===== src/rtl/serial_adder_pkg.sv =====
// Shared types and helpers for the digit-serial adder.
package serial_adder_pkg;

  typedef enum logic [1:0] {
    IDLE = 2'd0,
    RUN  = 2'd1,
    DONE = 2'd2
  } state_t;

  // Number of digit cycles needed to cover the operand width.
  function automatic int unsigned calc_ndig(int unsigned width, int unsigned digit);
    return width / digit;
  endfunction

  // Digit counter width; never narrower than one bit.
  function automatic int unsigned calc_cnt_w(int unsigned ndig);
    return (ndig <= 1) ? 1 : $clog2(ndig);
  endfunction

endpackage


===== src/rtl/digit_adder.sv =====
// Combinational DIGIT-bit ripple-carry slice built from full-adder cells.
module digit_adder #(
  parameter int unsigned DIGIT = 1
) (
  input  logic [DIGIT-1:0] x,
  input  logic [DIGIT-1:0] y,
  input  logic             ci,
  output logic [DIGIT-1:0] s,
  output logic             co
);

  // Ripple the carry through DIGIT full-adder cells, LSB first.
  always_comb begin
    logic c;
    c = ci;
    s = '0;
    for (int i = 0; i < int'(DIGIT); i++) begin
      s[i] = x[i] ^ y[i] ^ c;
      c    = (x[i] & y[i]) | (x[i] & c) | (y[i] & c);
    end
    co = c;
  end

endmodule


===== src/rtl/serial_adder.sv =====
// Digit-serial adder: WIDTH-bit a+b+cin over WIDTH/DIGIT cycles, DIGIT bits per cycle.
// Optional SERIAL_ADDER_SUB_EN adds a 'sub' input selecting a-b (cout=1 means no borrow).
module serial_adder
  import serial_adder_pkg::*;
#(
  parameter int unsigned WIDTH = 8,
  parameter int unsigned DIGIT = 1
) (
  input  logic             clk,
  input  logic             rst,
  input  logic             start,
`ifdef SERIAL_ADDER_SUB_EN
  input  logic             sub,
`endif
  input  logic [WIDTH-1:0] a,
  input  logic [WIDTH-1:0] b,
  input  logic             cin,
  output logic             busy,
  output logic             done,
  output logic [WIDTH-1:0] sum,
  output logic             cout
);

  localparam int unsigned NDIG  = calc_ndig(WIDTH, DIGIT);
  localparam int unsigned CNT_W = calc_cnt_w(NDIG);
  localparam logic [CNT_W-1:0] LAST_CNT = CNT_W'(NDIG - 1);

  state_t               r_state;
  state_t               w_state_next;
  logic [WIDTH-1:0]     r_a;
  logic [WIDTH-1:0]     r_b;
  logic [WIDTH-1:0]     r_res;
  logic [WIDTH-1:0]     r_sum;
  logic                 r_carry;
  logic                 r_cout;
  logic [CNT_W-1:0]     r_cnt;
  logic [DIGIT-1:0]     w_s;
  logic                 w_co;
  logic                 w_last;
  logic [WIDTH+DIGIT-1:0] w_cat;
  logic [WIDTH-1:0]     w_res_next;
  logic [WIDTH-1:0]     w_b_in;
  logic                 w_c_in;

  digit_adder #(
    .DIGIT(DIGIT)
  ) u_digit_adder (
    .x (r_a[DIGIT-1:0]),
    .y (r_b[DIGIT-1:0]),
    .ci(r_carry),
    .s (w_s),
    .co(w_co)
  );

  // Operand/carry values captured on an accepted start.
  always_comb begin
`ifdef SERIAL_ADDER_SUB_EN
    // Subtract as a + ~b + 1; cin is ignored in that mode.
    w_b_in = sub ? ~b : b;
    w_c_in = sub | cin;
`else
    w_b_in = b;
    w_c_in = cin;
`endif
  end

  // New digit enters the result register from the MSB side.
  assign w_cat      = {w_s, r_res};
  assign w_res_next = WIDTH'(w_cat >> DIGIT);
  assign w_last     = (r_cnt == LAST_CNT);

  // Next-state and status outputs.
  always_comb begin
    w_state_next = r_state;
    busy         = 1'b0;
    done         = 1'b0;
    case (r_state)
      IDLE: if (start) w_state_next = RUN;
      RUN: begin
        busy = 1'b1;
        if (w_last) w_state_next = DONE;
      end
      DONE: begin
        done         = 1'b1;
        w_state_next = IDLE;
      end
      default: w_state_next = IDLE;
    endcase
  end

  // State register.
  always_ff @(posedge clk) begin
    if (rst) r_state <= IDLE;
    else     r_state <= w_state_next;
  end

  // Operand capture, digit shifting and result publication.
  always_ff @(posedge clk) begin
    if (rst) begin
      r_a     <= '0;
      r_b     <= '0;
      r_res   <= '0;
      r_carry <= 1'b0;
      r_cnt   <= '0;
      r_sum   <= '0;
      r_cout  <= 1'b0;
    end else if (r_state == IDLE && start) begin
      r_a     <= a;
      r_b     <= w_b_in;
      r_carry <= w_c_in;
      r_cnt   <= '0;
    end else if (r_state == RUN) begin
      r_a     <= r_a >> DIGIT;
      r_b     <= r_b >> DIGIT;
      r_res   <= w_res_next;
      r_carry <= w_co;
      r_cnt   <= r_cnt + CNT_W'(1);
      if (w_last) begin
        r_sum  <= w_res_next;
        r_cout <= w_co;
      end
    end
  end

  assign sum  = r_sum;
  assign cout = r_cout;

endmodule


===== config.mk =====
export PLATFORM = sky130hd
export DESIGN_NAME = serial_adder
export DESIGN_NICKNAME = d
export VERILOG_FILES = /design/src/rtl/serial_adder_pkg.sv /design/src/rtl/digit_adder.sv /design/src/rtl/serial_adder.sv
export SDC_FILE = /design/constraint.sdc
export NUM_CORES = 1
export LEC_CHECK = 0
export BUFFER_PORTS_ARGS = -buffer_cell sky130_fd_sc_hd__buf_4
export CORE_MARGIN = 1
export CORE_UTILIZATION = 45
export DETAILED_ROUTE_END_ITERATION = 8
export PLACE_DENSITY = 0.7
export REMOVE_ABC_BUFFERS = 1
export SLEW_MARGIN = 10
export SYNTH_ARGS = -nofsm -noshare
export SYNTH_HDL_FRONTEND = slang
export SYNTH_SLANG_ARGS = --single-unit

===== constraint.sdc =====
create_clock -name clk -period 1.5 [get_ports clk]
set_input_delay 0.15 -clock clk [delete_from_list [all_inputs] [get_ports clk]]
set_output_delay 0.15 -clock clk [all_outputs]
set_load 0.1 [all_outputs]

==> flow_summary_export.csv <==
group,metric,value,unit
sta,worst-slew-pin-transition,0.5286,ns
power_and_ir_drop,peakVddDrop,0.5545,mV
clocking,cts_buffers,5,
detailed_routing,met2_length,1597,um
layout,drive_gt1_share,22.79,%
synth,synth-seq-area-share,49.11,%
sta,grt_setup_unrepaired,"false",
layout,multi_input_area,700.7,um2
detailed_routing,top_layer,"met4",
synth,synth_cells,184,
detailed_routing,drtPass1Iterations,4,
sta,fin_crit_sh,96.06,%
clocking,cts_setup_buffers,0,
layout,final_cell_mix,"nand2_1 (37), dfxtp_1 (37), buf_4 (34)",
place,gp_congestion,0.7012,
sta,whs,0.05314,ns
detailed_routing,vias_per_cell,5.193,
synth,synth_area,1549,um2
global_routing,grt.total_usage,19.87,%
sta,skew,0.005785,ns
sta,report.final.slew_viol_count,0,
synth,yosys.cell_types.count,24,
synth,synth-compound-area-share,19.55,%
synth,synth_top_family_by_area,"simple AND/OR/NAND/NOR gates",
global_routing,grt_max_degree,39,
layout,fillers,317,
run_status,run_status,"complete, no violations",
min_path,hp-class,"input pin to flop",
place,dpl.hpwl,2143,um
synth,synthFlopType,"dfxtp_1",
critical_path,cp-start-kind,"flop",
detailed_routing,vias,1345,
detailed_routing,wl_per_cell,12.59,um
synth,synthAdderAreaFrac,2.908,%
synth,synth_seq_cells,38,
critical_path,crit_end,"busy",
global_routing,overflow,0,
floorplanning,start_util,49.13,%
power_and_ir_drop,pwr_density_cell,1019,nW/um2
floorplanning,die_y,60.67,um
synth,synth_edf_count,0,
global_routing,grt_pass1_wl,5430,um
critical_path,r2r-end,"r_a[4]$_SDFFE_PP0P_",
detailed_routing,met1_length,1469,um
synth,async_reset_ff_share,0,%
critical_path,reg2regPathDepth,3,
floorplanning,pin_count,31,
clocking,worstSkewPairLatency,0.34,ns
clocking,h-tree-depth,2,
detailed_routing,drcViolationCount,0,
sta,setup_violations,0,
synth,yosys-mux-area-fraction,1.292,%
global_routing,grt_pass1_vias,1293,
floorplanning,core,3153,um2
power_and_ir_drop,leakagePower,0.7367,nW
critical_path,cp-end-kind,"output pin",
clocking,clock_path_buffers,2,
global_routing,antenna_found_initial,0,
job,maxCapViolations,0,
floorplanning,fp.dieW,60.67,um
floorplanning,fp-row-count,20,
floorplanning,die_area,3681,um2
critical_path,crit_type,"flop to output pin",
sta,fin_tns_setup,0,ns
sta,max_freq,694.0,MHz
critical_path,r2r_start,"r_state[1]$_SDFFE_PP0P_",
synth,synth_area_per_cell,8.418,um2
detailed_routing,routed_wl,3260,um
critical_path,crit_fanout,6,
layout,utilization,59.96,%
detailed_routing,drtIter0Drc,54,
synth,synth-xor-area-share,0.5654,%
sta,finalCriticalPeriod,1.441,ns
place,place_area,1818,um2
layout,antennaDiodeCount,0,
synth,ys.warnings.count,0,
layout,area_delta_synth_final,22.05,%
layout,fin_area,1891,um2
sta,maxSlewHeadroom,64.76,%
sta,fin_ws,0.05906,ns
synth,yosys.area_share.simple,20.92,%
place,dp_slack,0.09295,ns
clocking,cts_tree,"done",
detailed_routing,drtAntennaViolNets,0,
critical_path,r2r_slack,0.09,ns
critical_path,cp_data_required_time,1.35,ns
place,io_buffers,30,
critical_path,crit_arrival,1.29,ns
critical_path,crit_start,"r_state[1]$_SDFFE_PP0P_",
clocking,cts_num_sinks,38,
clocking,clockRootBuffer,"clkbuf_4",
detailed_routing,met3_length,152,um
clocking,path_clk_slew,0.11,ns
layout,nets,237,
sta,finalHoldViolCount,0,
layout,regArea,762.0,um2
==> critical path: stages, from the launching register on <==
cell and delay [ns]:
dfxtp_2 0.37, nand2b_1 0.20, inv_2 0.15, buf_8 0.21
==> what timing repair did <==
item	in CTS	in global routing
hold buffers	0	0
setup endpoints to repair	2	3
resized for setup	2	2
==> report_power, final <==
group          switching (W)  internal, W
sequential         0.0000306      0.00106
clock               0.000327     0.000227
combinational       0.000157     0.000125
==> kinds of logic after synthesis <==
family / after synthesis
flip-flops: 38
multiplexers: 2
XOR/XNOR: 1
AO/OA/AOI/OAI: 49
adder cells (fa/ha/maj): 3
buffers and inverters: 17
AND/OR/NAND/NOR: 74
==> state kept, by name, summed over array words and instances, names as in the netlist <==
signal / flops
r_a: 8
r_b: 8
sum: 8
r_res: 7
r_cnt: 3
r_state: 2
cout: 1
r_carry: 1
==> worst min-delay path by stage <==
stage	start	to	slack (ns)	cells past startpoint
after floorplan	rst	r_a[4]$_SDFFE_PP0P_	0.22	1
after global placement	a[7]	r_a[7]$_SDFFE_PP0P_	0.40	3
after detailed placement	b[7]	r_b[7]$_SDFFE_PP0P_	0.42	3
after CTS	b[7]	r_b[7]$_SDFFE_PP0P_	0.04	3
after global routing	a[7]	r_a[7]$_SDFFE_PP0P_	0.07	3
final	a[7]	r_a[7]$_SDFFE_PP0P_	0.05	3
==> routing by layer <==
metal	vias to the layer above	GRT usage (%)
li1	686	-
met1	620	22.90
met2	34	35.16
met3	5	4.478
met4	0	8.766
met5	-	0
==> synthesized netlist by cell type (all sizes together), types with 3 or more instances <==
master   n  area [um2]
a211oi  14       105.1
a21oi   28       140.1
buf      9       57.55
clkbuf   5       18.77
dfxtp   38       760.7
inv      3       11.26
nand2   37       138.9
nand3   11       55.05
nor2    18       67.56
nor3     3       15.01
o22ai    4       25.02
==> layout make-up <==
cell class	count	share of cell area, %
repair buffers	37	15.95
clock buffers	7	2.912
flip-flops and latches	38	40.30
multi-input cells	129	37.06
well taps	44	2.912
inverters	3	0.5956
clock inverters	1	0.2647
==> metrics by stage <==
step	cells	total power, W
after global routing	259	0.002020
after detailed placement	251	0.001386
after global placement	251	0.001375
after CTS	259	0.001937
after floorplan	170	0.001263
final	259	0.001926
Power figures use the tool's default switching activity.
